[config.mk]
export PLATFORM = sky130hd
export DESIGN_NAME = dm_port_arbiter
export DESIGN_NICKNAME = d
export VERILOG_FILES = /design/src/rtl/dm_port_arbiter.sv
export SDC_FILE = /design/constraint.sdc
export NUM_CORES = 1
export LEC_CHECK = 0
export BUFFER_PORTS_ARGS = -buffer_cell sky130_fd_sc_hd__buf_4
export CAP_MARGIN = 15
export CORE_MARGIN = 1
export CORE_UTILIZATION = 40
export DETAILED_ROUTE_END_ITERATION = 10
export PLACE_DENSITY = 0.7
export SLEW_MARGIN = 25
export SYNTH_ARGS = -nofsm -noshare
export SYNTH_HDL_FRONTEND = slang
export SYNTH_SLANG_ARGS = --single-unit
export TNS_END_PERCENT = 100
[constraint.sdc]
create_clock -name Clk -period 7.34 [get_ports Clk]
set_input_delay 2.202 -clock Clk [delete_from_list [all_inputs] [get_ports Clk]]
set_output_delay 2.202 -clock Clk [all_outputs]
set_load 0.005 [all_outputs]
[src/rtl/dm_port_arbiter.sv]
// Two-requester front end for the single-port, word-write-only data memory.
// Requester 0 is the pipeline MEM stage, requester 1 is the debug/program loader.
// Loads and full-word stores finish in one cycle. Partial stores take two cycles:
// read the word, merge the enabled byte lanes, then write it back.
//
// Handshake: r*_req is a request that is held, with all fields stable, until
// the matching r*_gnt pulse. r*_gnt marks the cycle in which the access takes
// effect at the memory. For loads, r*_rvalid pulses one cycle after r*_gnt with
// the word on r*_rd. r*_rd then holds that value until the next load completes.
module dm_port_arbiter #(
  parameter int AW      = 10,
  parameter int DW      = 32,
  parameter int P0_PRIO = 0
) (
  input  logic            Clk,
  input  logic            Reset,
  input  logic            r0_req,
  input  logic            r0_we,
  input  logic [AW-1:0]   r0_addr,
  input  logic [DW/8-1:0] r0_be,
  input  logic [DW-1:0]   r0_wd,
  output logic            r0_gnt,
  output logic            r0_rvalid,
  output logic [DW-1:0]   r0_rd,
  input  logic            r1_req,
  input  logic            r1_we,
  input  logic [AW-1:0]   r1_addr,
  input  logic [DW/8-1:0] r1_be,
  input  logic [DW-1:0]   r1_wd,
  output logic            r1_gnt,
  output logic            r1_rvalid,
  output logic [DW-1:0]   r1_rd,
  output logic [AW-1:0]   dm_A,
  output logic [DW-1:0]   dm_WD,
  output logic            dm_We,
  input  logic [DW-1:0]   dm_RD,
  output logic            dbg_state
);

  localparam int BW = DW / 8;

  typedef enum logic {IDLE = 1'b0, RMW = 1'b1} state_t;

  state_t          state, state_d;
  logic            rr_ptr;
  logic            owner;
  logic [AW-1:0]   rmw_addr;
  logic [DW-1:0]   merged, merged_d;

  logic            any_req;
  logic            win;
  logic            w_we;
  logic [AW-1:0]   w_addr;
  logic [BW-1:0]   w_be;
  logic [DW-1:0]   w_wd;
  logic [1:0]      gnt;
  logic            load_gnt;
  logic            capture;

  // Pick the winner among asserted requests and mux its fields.
  always_comb begin
    any_req = r0_req | r1_req;
    if (r0_req && r1_req) win = (P0_PRIO != 0) ? 1'b0 : rr_ptr;
    else                  win = r1_req & ~r0_req;
    w_we   = win ? r1_we   : r0_we;
    w_addr = win ? r1_addr : r0_addr;
    w_be   = win ? r1_be   : r0_be;
    w_wd   = win ? r1_wd   : r0_wd;
  end

  // Next state, memory drive and grants. While Reset is high nothing is issued,
  // so a reset landing on the RMW write cycle drops that write and its grant.
  always_comb begin
    state_d  = state;
    dm_A     = '0;
    dm_WD    = '0;
    dm_We    = 1'b0;
    gnt      = 2'b00;
    load_gnt = 1'b0;
    capture  = 1'b0;
    merged_d = dm_RD;
    for (int i = 0; i < BW; i++) begin
      if (w_be[i]) merged_d[8*i +: 8] = w_wd[8*i +: 8];
    end
    if (!Reset) begin
      case (state)
        IDLE: begin
          if (any_req) begin
            dm_A = w_addr;
            if (!w_we) begin
              gnt[win] = 1'b1;
              load_gnt = 1'b1;
            end else if (&w_be) begin
              dm_WD    = w_wd;
              dm_We    = 1'b1;
              gnt[win] = 1'b1;
            end else if (w_be == '0) begin
              gnt[win] = 1'b1;
            end else begin
              capture = 1'b1;
              state_d = RMW;
            end
          end
        end
        RMW: begin
          dm_A       = rmw_addr;
          dm_WD      = merged;
          dm_We      = 1'b1;
          gnt[owner] = 1'b1;
          state_d    = IDLE;
        end
        default: state_d = IDLE;
      endcase
    end
  end

  // State, round-robin pointer and the latched read-modify-write context.
  always_ff @(posedge Clk) begin
    if (Reset) begin
      state    <= IDLE;
      rr_ptr   <= 1'b0;
      owner    <= 1'b0;
      rmw_addr <= '0;
      merged   <= '0;
    end else begin
      state <= state_d;
      if (|gnt) rr_ptr <= ~gnt[1];
      if (capture) begin
        owner    <= win;
        rmw_addr <= w_addr;
        merged   <= merged_d;
      end
    end
  end

  // Load return path: capture the memory word on the load grant cycle.
  always_ff @(posedge Clk) begin
    if (Reset) begin
      r0_rvalid <= 1'b0;
      r1_rvalid <= 1'b0;
      r0_rd     <= '0;
      r1_rd     <= '0;
    end else begin
      r0_rvalid <= load_gnt & gnt[0];
      r1_rvalid <= load_gnt & gnt[1];
      if (load_gnt && gnt[0]) r0_rd <= dm_RD;
      if (load_gnt && gnt[1]) r1_rd <= dm_RD;
    end
  end

  assign r0_gnt    = gnt[0];
  assign r1_gnt    = gnt[1];
  assign dbg_state = (state == RMW);

endmodule

Yosys cells after proc, flatten, opt, wreduce, memory -nomap -nowiden:

Cells that the tools add are included.

* bits in registers: 111
* latch bits: 0
* memory bits (writable): 0
* bits in read-only memories: 0
* input bits: 130
* output and inout bits: 112
* logic and storage cells: 71
* memories: 0

* add/subtract/negate cells: 0
* multiply operators: 0
* divide/modulo/power cells: 0
* magnitude comparators: 4
* eq/ne operators: 0
* shift-type cells: 0
* multiplexer cells: 43
* bitwise gates (word level): 7
* reduce and logical (&&, ||, !) cells: 8

Operators with widths (number)
* 32-bit 2-to-1 mux: 5
* 32-bit one-hot mux with 2 select lines: 1
* 8-bit 2-to-1 mux: 4
* 10-bit 2-to-1 mux: 3
* 10-bit one-hot mux with 2 select lines: 1
* 1-bit 2-to-1 mux: 18
* 2-bit 2-to-1 mux: 5
* 1-bit logical AND: 5
* 4-bit logical NOT: 1
* 1-bit by 2-bit less-than comparator with 1-bit output (second input constant): 2
* 4-bit 2-to-1 mux: 1
* 1-bit one-hot mux with 2 select lines: 2
* 2-bit one-hot mux with 2 select lines: 1
* 4-bit AND reduction: 1
* 1-bit AND: 3
* 1-bit inverter: 3
* 1-bit demux with 1-bit select: 2
* 1-bit greater-or-equal comparator (second input constant): 2
* 2-bit OR reduction: 1
* 1-bit OR: 1

Depth between registers and ports, before layout:

* word-level depth: 14
* gate-level depth with buffers: 9
* depth with buffers taken out: 6

Worst setup path after synthesis:

OpenSTA, ideal clock, no wires.

* kind: in2out
* start: input r1_be[3]
* end: output dm_WD[10]
* arrival: 3.372 ns
* data required time: 5.138 ns
* slack: 1.766 ns
* stages: 7
* path buffers: 2
* cell sequence: and4_1 and3_1 clkbuf_1 clkbuf_1 a22o_1 a22oi_1 nor2_1

* word-level cells in the longest chain between the ends: 7

RTL lines
* start, declared: line 28 `input logic [DW/8-1:0] r1_be,`
* 4-bit 2-to-1 mux: line 67 `w_be = win ? r1_be : r0_be;`
* 4-bit AND reduction: line 93 `end else if (&w_be) begin`
* 32-bit 2-to-1 mux: line 93
* 32-bit 2-to-1 mux: line 90 `if (!w_we) begin`
* 32-bit 2-to-1 mux: line 88 `if (any_req) begin`
* 32-bit one-hot mux with 2 select lines: line 86 `case (state)`
* 32-bit 2-to-1 mux: line 85 `if (!Reset) begin`
* end, declared: line 34 `output logic [DW-1:0] dm_WD,`

No other way between the ends.

Final worst setup path:

* start: input r0_req
* end: output dm_WD[30]

* word-level cells in the longest chain between the ends: 10
* elaborated cells on any way between the ends: 14
* classes of those cells: 9 x mux; 3 x bitwise; 2 x reduce/logical

RTL lines
* start, declared: line 17 `input logic r0_req,`
* 1-bit inverter: line 64 `else win = r1_req & ~r0_req;`
* 1-bit AND: line 64
* 1-bit 2-to-1 mux: line 63 `if (r0_req && r1_req) win = (P0_PRIO != 0) ? 1'b0 : rr_ptr;`
* 4-bit 2-to-1 mux: line 67
* 4-bit AND reduction: line 93
* 32-bit 2-to-1 mux: line 93
* 32-bit 2-to-1 mux: line 90
* 32-bit 2-to-1 mux (*): line 88
* 32-bit one-hot mux with 2 select lines (*): line 86
* 32-bit 2-to-1 mux (*): line 85

Every way passes the cells marked *; elsewhere a longest branch is shown, timed or not.

==> run_results.csv <==
group,metric,value,unit
run_status,outcome,"complete, no violations",
floorplan,initial_utilization,40.88,%
setup_path,critPathRequiredTime,5.14,ns
yosys,syn_nets,824,
power_and_ir_drop,power.switching,0.0003972,W
clock_tree,clock_latency,0.36,ns
power_and_ir_drop,swShare,27.84,%
sta,slew_viol_final,0,
layout,nFillCells,1281,
sta,finalHoldViolCount,0,
clock_tree,clk_path_buf_depth,2,
yosys,synthesis.area,0.005393,sq mm
global_routing,grt_max_degree,62,
yosys,synth_seq_cells,111,
routing,post_drt_via_cell_ratio,5.463,
floorplan,die_area,0.01395,sq mm
setup_path,crit_type,"in2out",
sta,slew_headroom,30.92,%
global_routing,grt_util_all_layers,27.17,%
clock_tree,cts_num_sinks,111,
routing,wl,19280,microns
yosys,synth_edf_count,0,
yosys,synthCells,694,
setup_path,timing.rr.start,"rr_ptr$_SDFFE_PP0P_",
sta,fmax,159.8,MHz
global_routing,grt_pass1_vias,5457,
routing,final_antenna_net_count,0,
sta,timing.hold.ws,0.4560,ns
setup_path,cp-end-kind,"output port",
power_and_ir_drop,combPwrFrac,18.6,%
setup_path,cp-start-kind,"input pin",
routing,drc,0,
global_routing,grt_pass1_wl,29710,microns
power_and_ir_drop,leakagePower,3.090,nW
setup_path,arrival,4.05,ns
placement,port_buffers,241,
placement,gp_congestion,0.9134,
power_and_ir_drop,p_int,0.001029,W
floorplan,rows,42,
setup_path,crit_start,"r0_req",
clock_tree,cts_tree,"yes",
yosys,synth.distinct_cells,39,
min_path,hp-class,"reg2reg",
sta,fin_crit,6.256,ns
floorplan,ios,242,
sta,period_share,85.24,%
clock_tree,numCtsBuffers,9,
sta,skew,0.005720,ns
routing,wl_per_cell,17.82,microns
layout,drive_gt1_share,31.24,%
sta,rsz0062_at_grt,"false",
power_and_ir_drop,power_density,188.4,mW/mm^2
clock_tree,postCtsHoldBufs,0,
yosys,synth.avg_cell_area,7.770,sq um
clock_tree,cts_resized,0,
placement,hpwl,13550,microns
floorplan,die_w,118.1,microns
min_path,hp-start,"r0_rd[6]$_SDFFE_PP0P_",
yosys,synthFlopType,"dfxtp_1",
clock_tree,cts_max_level,3,
routing,first_iter_violations,515,
global_routing,antenna_found_initial,0,
yosys,async_flop_share,0,%
layout,final_nets,1032,
clock_tree,cts_setup_buffers,0,
clock_tree,root_buffer,"clkbuf_16",
setup_path,cp_max_fo,14,
layout,area_delta_synth_final,40.44,%
routing,vias,5911,
routing,drt_first_pass_iters,5,
floorplan,die_h,118.1,microns
sta,worst_pin_slew,1.034,ns
yosys,yosysWarnings,0,
layout,n_antenna_cell,0,
global_routing,grt_overflow,0,
yosys,ys_seq_area_share,41.21,%
floorplan,core_area,0.01319,sq mm
power_and_ir_drop,ir_worst_vdd,0.1592,mV
clock_tree,path_clk_slew,0.07,ns
sta,totalNegativeSetupSlack,0,ns
run,cap_violations,0,
power_and_ir_drop,pwr-share-seq,45.6,%
sta,setup_viol,0,
power_and_ir_drop,clkPwrFrac,35.8,%
==> cells by family (layout without fill, tap and decap cells) <==
| family | after synthesis | after routing | synth area share [%] |
|---|---|---|---|
| and+or+nand+nor | 245 | 245 | 17.89 |
| buffers and inverters | 62 | 274 | 5.313 |
| DFF | 111 | 111 | 41.21 |
| muxes | 10 | 10 | 1.856 |
| AOI/OAI and AO/OA | 266 | 266 | 33.74 |
==> sequential cells by signal (all words and copies together), names as in the netlist <==
name / cells
rmw_addr: 10
dbg_state: 1
r0_rvalid: 1
r0_rd: 32
rr_ptr: 1
r1_rd: 32
owner: 1
merged: 32
r1_rvalid: 1
==> worst paths after layout <==
check,slack [ns],endpoint,cells after the start
hold / removal,0.46,r0_rd[6]$_SDFFE_PP0P_,2
setup / recovery,1.08,dm_WD[30],8
hold reg to reg,0.46,r0_rd[6]$_SDFFE_PP0P_,2
setup reg to reg,4.53,r0_rd[17]$_SDFFE_PP0P_,7
==> metal layers <==
| layer | track usage (%) | up-vias | part of all wire (%) |
|---|---|---|---|
| met5 | 0 | - | 0 |
| met4 | 10.42 | 0 | 2.8 |
| met3 | 6.395 | 35 | 6.6 |
| met2 | 43.53 | 221 | 47 |
| met1 | 35.26 | 2753 | 44 |
| li1 | - | 2902 | - |
==> final cells by class <==
class	instances	area [sq um]	area share, %
Clock buffer	10	239.0	3.155
Clock inverter	5	66.31	0.8756
Inverter	6	27.53	0.3635
Multi-Input combinational cell	521	2898	38.26
Sequential cell	111	2223	29.36
Tap cell	176	220.2	2.908
Timing Repair Buffer	253	1899	25.08
==> worst max-delay path, cell delays in order <==
cell and delay [ns]:
buf_4 0.14, nand2b_1 0.25, and3_1 0.61, buf_4 0.33
a22o_1 0.17, a22oi_1 0.07, nor2_1 0.14, buf_4 0.13
==> cell usage in the layout, fill, tap and decap left out, types with 4 or more instances in the layout <==
cell type,n
o22a_1,32
a21oi_1,100
buf_4,253
o211ai_1,33
o21ai_0,14
a22oi_1,32
nor2_1,46
a211oi_2,7
nand2_1,180
dfxtp_1,110
o21ai_1,4
a22o_1,32
mux2i_1,10
clkbuf_16,9
nand3_1,5
==> through the flow <==
stage	power, W	setup slack [ns]	instances	instance area [sq um]	util [%]
floorplan	0.0007910	1.766	694	5393	-
global placement	0.0009281	1.115	1067	7268	55.10
detailed placement	0.0009289	1.094	1067	7268	55.10
CTS	0.001440	1.088	1082	7574	57.42
global route	0.001485	0.9801	1082	7574	57.42
finish	0.001427	1.084	1082	7574	57.42
==> power by group through the flow <==
| stage | Clock [W] | Sequential [W] | Combinational (W) |
|---|---|---|---|
| after floorplan | 0 | 0.000658 | 0.000133 |
| after global placement | 0 | 0.000665 | 0.000264 |
| after detailed placement | 0 | 0.000664 | 0.000264 |
| after CTS | 0.000524 | 0.000650 | 0.000265 |
| after global routing | 0.000541 | 0.000655 | 0.000289 |
| final | 0.000511 | 0.000651 | 0.000265 |
==> Yosys cell counts (all sizes together) (2+ instances only) <==
cell type  instances  area share [%]
inv                5            0.35
buf               14             1.9
clkbuf            42             2.9
or4                2            0.28
o21ai             18             1.7
o22a              32             5.2
nand2b             2            0.23
dfxtp            111              41
nand4              2            0.23
nand3              5            0.46
o211ai            33             4.6
nand2            180              13
a211oi            10             2.0
a22oi             32             4.5
a21oi            101             9.4
nor2              47             3.3
mux2i             10             1.9
a22o              32             5.2
and2               2            0.23
Note: power is estimated with default switching activity, not from simulation.
